===== src/rtl/nand_gate_bank_pkg.sv =====
`default_nettype none
// ============================================================================
// Module      : nand_gate_bank_pkg
// Description : Shared constants and elaboration checks for Flip Chip successors
// Revision    : 1.0 - initial release
// ============================================================================

// Stops elaboration when a parameter falls outside its legal range.
`ifndef FC_PARAM_CHECK
`define FC_PARAM_CHECK(LBL, COND, MSG) if (!(COND)) begin : LBL $fatal(1, MSG); end
`endif

package nand_gate_bank_pkg;

  // NAND outputs and delay stages idle at logic high.
  localparam logic IDLE_LVL = 1'b1;

  // Glitch-filter counter width: max($clog2(filter), 1).
  function automatic int cnt_width(input int filter);
    return (filter > 1) ? $clog2(filter) : 1;
  endfunction

endpackage

`default_nettype wire


===== src/rtl/nand_chan.sv =====
`default_nettype none
// ============================================================================
// Module      : nand_chan
// Description : One masked NAND channel with delay line, glitch filter and
//               change pulse
// Revision    : 1.0 - initial release
// ============================================================================

module nand_chan
  import nand_gate_bank_pkg::*;
#(
  parameter int                INPUTS  = 8,
  parameter logic [INPUTS-1:0] MASK    = '1,
  parameter int                DELAY   = 1,
  parameter int                FILTER  = 0,
  parameter logic              FILT_ON = 1'b1
) (
  input  logic              clk,
  input  logic              rst,
  input  logic [INPUTS-1:0] i_in,
  output logic              o_out,
  output logic              o_chg
);

  logic             w_raw;
  logic [DELAY-1:0] r_stage;
  logic [DELAY-1:0] w_stage_next;
  logic             w_out;
  logic             w_out_next;
  logic             r_chg;

  // Unused pins read as 1 so they never pull the NAND output high.
  assign w_raw = ~&(i_in | ~MASK);

  always_comb begin
    w_stage_next    = '0;
    w_stage_next[0] = w_raw;
    for (int k = 1; k < DELAY; k++) begin
      w_stage_next[k] = r_stage[k-1];
    end
  end

  always_ff @(posedge clk) begin
    if (rst) begin
      r_stage <= {DELAY{IDLE_LVL}};
    end else begin
      r_stage <= w_stage_next;
    end
  end

  if ((FILTER > 0) && FILT_ON) begin : g_filt
    localparam int               CNT_W    = cnt_width(FILTER);
    localparam logic [CNT_W-1:0] CNT_LAST = CNT_W'(FILTER - 1);

    logic [CNT_W-1:0] r_cnt;
    logic [CNT_W-1:0] w_cnt_next;
    logic             r_out;

    // Any return of the last stage to the current output restarts the count.
    always_comb begin
      w_out_next = r_out;
      w_cnt_next = '0;
      if (r_stage[DELAY-1] != r_out) begin
        if (r_cnt == CNT_LAST) begin
          w_out_next = r_stage[DELAY-1];
        end else begin
          w_cnt_next = r_cnt + 1'b1;
        end
      end
    end

    always_ff @(posedge clk) begin
      if (rst) begin
        r_out <= IDLE_LVL;
        r_cnt <= '0;
      end else begin
        r_out <= w_out_next;
        r_cnt <= w_cnt_next;
      end
    end

    assign w_out = r_out;
  end else begin : g_direct
    assign w_out      = r_stage[DELAY-1];
    assign w_out_next = w_stage_next[DELAY-1];
  end

  // Compare the value the output is about to take with its present value so
  // the pulse lines up with the cycle the new value first appears.
  always_ff @(posedge clk) begin
    if (rst) begin
      r_chg <= 1'b0;
    end else begin
      r_chg <= w_out_next ^ w_out;
    end
  end

  assign o_out = w_out;
  assign o_chg = r_chg;

endmodule

`default_nettype wire


===== src/rtl/nand_gate_bank.sv =====
`default_nettype none
// ============================================================================
// Module      : nand_gate_bank
// Description : Bank of GATES masked, delayed, optionally filtered NAND
//               channels plus constant tie-high outputs
// Revision    : 1.0 - initial release
// ============================================================================

module nand_gate_bank
  import nand_gate_bank_pkg::*;
#(
  parameter int                      GATES   = 3,
  parameter int                      INPUTS  = 8,
  parameter logic [GATES*INPUTS-1:0] IN_MASK = '1,
  parameter int                      DELAY   = 1,
  parameter int                      FILTER  = 0,
  parameter logic [GATES-1:0]        FILT_EN = '1,
  parameter int                      HIGHS   = 2
) (
  input  logic                                 clk,
  input  logic                                 rst,
  input  logic [GATES*INPUTS-1:0]              in,
  output logic [GATES-1:0]                     out,
  output logic [GATES-1:0]                     chg,
  output logic [((HIGHS > 0) ? HIGHS : 1)-1:0] hi
);

  localparam int HI_W = (HIGHS > 0) ? HIGHS : 1;

  `FC_PARAM_CHECK(g_chk_gates,  GATES >= 1,  "nand_gate_bank: GATES must be >= 1")
  `FC_PARAM_CHECK(g_chk_inputs, INPUTS >= 2, "nand_gate_bank: INPUTS must be >= 2")
  `FC_PARAM_CHECK(g_chk_delay,  DELAY >= 1,  "nand_gate_bank: DELAY must be >= 1")
  `FC_PARAM_CHECK(g_chk_filter, FILTER >= 0, "nand_gate_bank: FILTER must be >= 0")
  `FC_PARAM_CHECK(g_chk_highs,  HIGHS >= 0,  "nand_gate_bank: HIGHS must be >= 0")

  for (genvar g = 0; g < GATES; g++) begin : g_chan
    nand_chan #(
      .INPUTS  (INPUTS),
      .MASK    (IN_MASK[g*INPUTS +: INPUTS]),
      .DELAY   (DELAY),
      .FILTER  (FILTER),
      .FILT_ON (FILT_EN[g])
    ) u_chan (
      .clk   (clk),
      .rst   (rst),
      .i_in  (in[g*INPUTS +: INPUTS]),
      .o_out (out[g]),
      .o_chg (chg[g])
    );
  end

  // Tie-highs are not registered, so they stay high through reset.
  assign hi = {HI_W{IDLE_LVL}};

endmodule

`default_nettype wire


===== config.mk =====
export PLATFORM = sky130hd
export DESIGN_NAME = nand_gate_bank
export DESIGN_NICKNAME = d
export VERILOG_FILES = /design/src/rtl/nand_gate_bank_pkg.sv /design/src/rtl/nand_chan.sv /design/src/rtl/nand_gate_bank.sv
export SDC_FILE = /design/constraint.sdc
export NUM_CORES = 1
export LEC_CHECK = 0
export CORE_AREA = 2 2 39 41
export DETAILED_ROUTE_END_ITERATION = 7
export DIE_AREA = 0 0 41 43
export PLACE_DENSITY = 0.67
export SYNTH_ARGS = -nofsm -noshare
export SYNTH_HDL_FRONTEND = slang
export SYNTH_HIERARCHICAL = 1
export SYNTH_SLANG_ARGS = --single-unit

===== constraint.sdc =====
create_clock -name clk -period 0.8 [get_ports clk]
set_input_delay 0.08 -clock clk [delete_from_list [all_inputs] [get_ports clk]]
set_output_delay 0.08 -clock clk [all_outputs]
set_load 0.005 [all_outputs]

---- After elaboration in Yosys (flattened, before gate mapping) ----
Index checks and enable logic that the tools add are counted.
word-level totals
  output and inout port bits .............. 8
  flip-flop bits (word level) ............. 6
  input port bits ......................... 26
  word-level logic and storage cells ...... 15
operators by class
  reductions and logical operators ........ 6
  bitwise gates (word level) .............. 3
operator list
  cell                 number
  8-bit AND reduction  3
  1-bit zero test      3
  1-bit bitwise XOR    3

---- Depth between registers and ports, before layout ----
  depth after elaboration ................. 3
  gate-level depth with buffers ........... 3
  depth with buffers taken out ............ 3

---- Cells and area by module ----
The synthesis kept the hierarchy.
modules (own cells, without submodules)
  module          instances  seq. area each (sq um)  area each (sq um)  cells an instance
  nand_chan       3          40.0                    76.3               8
  nand_gate_bank  1          0.0                     18.8               3

---- Least setup slack after synthesis ----
OpenSTA, ideal clock, no wires.
  path kind ............................... reg2reg
  start point ............................. register g_chan[0].u_chan.r_stage
  end point ............................... register g_chan[0].u_chan.r_chg
  slack ................................... 0.145 ns
  arrival time ............................ 0.535 ns
  path buffers ............................ 0
  period minus slack after synthesis ...... 0.655 ns
  stages on the path, launching flop included .. 3
  cell sequence ........................... dfxtp_1 > nor3_1 > nor3b_1
on the way
  cells in the longest elaborated chain, start to end .. 1
ends and longest elaborated chain
  what                    RTL line         text
  start, declared         nand_chan.sv:26  logic [DELAY-1:0] r_stage;
  start signal, assigned  nand_chan.sv:45  r_stage <= {DELAY{IDLE_LVL}};
  start signal, assigned  nand_chan.sv:47  r_stage <= w_stage_next;
  1-bit bitwise XOR       nand_chan.sv:94  r_chg <= w_out_next ^ w_out;
  end signal, assigned    nand_chan.sv:94
  end, declared           nand_chan.sv:30  logic r_chg;
No other way between the ends.
A chain may end at the register's enable or synchronous reset.

---- Worst setup path in the final report ----
  start point ............................. register g_chan[2].u_chan.r_stage
  end point ............................... register g_chan[2].u_chan.r_chg
on the way
  cells in the longest elaborated chain, start to end .. 1
ends and longest elaborated chain
  what                    RTL line
  start, declared         nand_chan.sv:26
  start signal, assigned  nand_chan.sv:45
  start signal, assigned  nand_chan.sv:47
  1-bit bitwise XOR       nand_chan.sv:94
  end signal, assigned    nand_chan.sv:94
  end, declared           nand_chan.sv:30
No other way between the ends.

==> flow_summary.ini <==
[status]
outcome = complete, no violations

[clocking]
numCtsBuffers = 3
clk_path_buf_depth = 2
cts_tree = yes
cts_root_buf = clkbuf_4
insertion_delay_ns = 0.24
cts_max_level = 1
clkSinkCount = 6
clk_pin_slew_ns = 0.05

[setup_path]
r2r_setup_slack_ns = 0.03
critPathLaunch = g_chan[2].u_chan/o_out$_SDFF_PP1_
r2r_end = g_chan[2].u_chan/o_chg$_SDFF_PP0_
critPathLaunchType = register
rr_worst_depth = 3
path_max_fanout = 2
crit_required_ns = 0.97
worstPathArrival_ns = 0.93
worstSetupEndpointType = register
worstSetupPathType = register to register
r2r-start = g_chan[2].u_chan/o_out$_SDFF_PP1_

[floorplan]
core_area_um2 = 1384
initial_core_util_pct = 17.90
fp.dieH_um = 43
ioPinCount = 34
die_area_um2 = 1763
die_x_um = 41
row_count = 14

[cells_and_area]
syn_to_final_growth_pct = 137.4
fin_nets = 92
antennaDiodeCount = 0
drive_gt1_share_pct = 31.25
layout.cells.non_filler = 80
final_cell_mix = dlygate4sd2_1 (25), nand4_1 (6), buf_2 (6)
nFillCells = 165
seq_area_um2 = 123.9
multi_input_comb_area_um2 = 142.6
fin_util_pct = 42.50
final_common_cell = dlygate4sd2_1

[timing]
fmax_ghz = 1.299
layout_min_cycle_time_ns = 0.7696
fin_skew_ns = 0.002823
drv_slew = 0
finalSetupViolCount = 0
whs_ns = 0.2433
hold_viol_final = 0
fin_crit_sh_pct = 96.20
setup_slack_ns = 0.03043

[global_routing]
first_global_vias = 292
grt_overflow = 0
grt_max_degree = 6
grt_pass1_wl_um = 1110
grt_usage_pct = 9.668
antenna_found_initial = 0

[place]
place_hpwl_um = 612.3
place_inst = 77
placement.io_buffers = 31
place.gp.congestion = 0.5419
pre_cts_slack_ns = -0.3815

[yosys]
yosys_warnings = 6
synth_top_area_cell = dfxtp_1
netlist-cell-type-count = 8
yosysSeqAreaShare_pct = 48.48
avgSynthCellArea_um2 = 9.175
postSynthCellCount = 27
synth_area_leaders = dfxtp_1 (48%), nand4_1 (15%), nor3b_1 (9.1%)
synth_area_um2 = 247.7
yosys_register_bits = 6
netlist.area_leader.share_pct = 48.48

[routing]
wl_per_cell_um = 8.763
drtIter0Drc = 1
ant_nets = 0
routed_wl_um = 701
drt_pre_antenna_iters = 2
drc = 0
drt-vias-per-instance = 4.300
num_vias = 344

[power_and_ir_drop]
p_int_uw = 539.2
vdd_drop_max_uv = 475.5
seqPwrFrac_pct = 44.3
p_sw_share_pct = 20.55
power_uw = 678.6
comb_power_share_pct = 14.5
p_sw_uw = 139.4
clkPwrFrac_pct = 41.1
p_leak_uw = 0.0002697
power.density_nw_per_um2 = 1154

[worst_hold_path]
min_to = g_chan[1].u_chan/o_chg$_SDFF_PP0_
worstHoldPathType = input pin to register
hold_depth = 2
min_from = rst

[flow_run]
drv_cap = 0
==> power by group through the flow <==
stage,sequential (uW),clock [uW],combinational (uW)
2_1_floorplan,306,0,17.5
3_3_place_gp,306,0,139
3_5_place_dp,306,0,141
4_1_cts,301,296,98.1
5_1_grt,300,307,114
6_report,301,279,98.7
==> sequential cells by signal, indices dropped and copies added, names as in the netlist <==
register             count
g_chan.u_chan/o_out      3
g_chan.u_chan/o_chg      3
==> cell usage after synthesis <==
master   instances
buf_4            2
conb_1           1
dfxtp_1          6
nand4_1          6
nor3_1           3
nor3b_1          3
o21ai_1          3
or3_1            3
==> routing by layer <==
metal | wire [um] | track usage (%) | vias to the layer above
met5 | 0 | 0 | -
met4 | 0 | 8.000 | 0
met3 | 118 | 3.141 | 0
met2 | 331 | 12.50 | 26
met1 | 250 | 12.34 | 144
li1 | - | - | 174
==> worst max-delay path, stage by stage (launching register included) <==
cell and delay (ns):
dfxtp_2 0.31, buf_4 0.13, o21ai_1 0.07, nor3b_1 0.18
==> per-stage QoR <==
stage          instance area [um^2]  setup TNS [ns]
6_report                      588.1               0
3_3_place_gp                  596.8          -2.256
2_1_floorplan                 251.5               0
4_1_cts                       571.8               0
3_5_place_dp                  596.8          -2.404
5_1_grt                       588.1     -0.00008038
==> worst max path at each step <==
stage                                   endpoint  slack, ns
2_1_floorplan  g_chan[0].u_chan/o_out$_SDFF_PP1_       0.14
3_3_place_gp   g_chan[0].u_chan/o_out$_SDFF_PP1_      -0.35
3_5_place_dp   g_chan[0].u_chan/o_out$_SDFF_PP1_      -0.38
4_1_cts        g_chan[1].u_chan/o_chg$_SDFF_PP0_      0.008
5_1_grt        g_chan[1].u_chan/o_chg$_SDFF_PP0_   -0.00008
6_report       g_chan[2].u_chan/o_chg$_SDFF_PP0_       0.03
==> repair_timing <==
action                                  CTS  global route
resized for setup                        54             3
endpoints found under the setup margin   12             2
setup buffers                             0             0
pin swaps                                 9             3
hold buffers                              0             0
==> cell families after synthesis <==
kind of cell / after synthesis / synth area share [%]
flops: 6 / 48.49
buf+inv: 2 / 6.059
simple gates: 15 / 37.88
other cells: 1 / 1.514
compound gates: 3 / 6.059
==> final cells by class <==
type,instances,area share [%]
timing repair buffer,35,47.45
tap,16,3.404
clock buffer,3,3.830
sequential,6,21.06
multi-input combinational,20,24.26
Power figures use the tool's default switching activity.
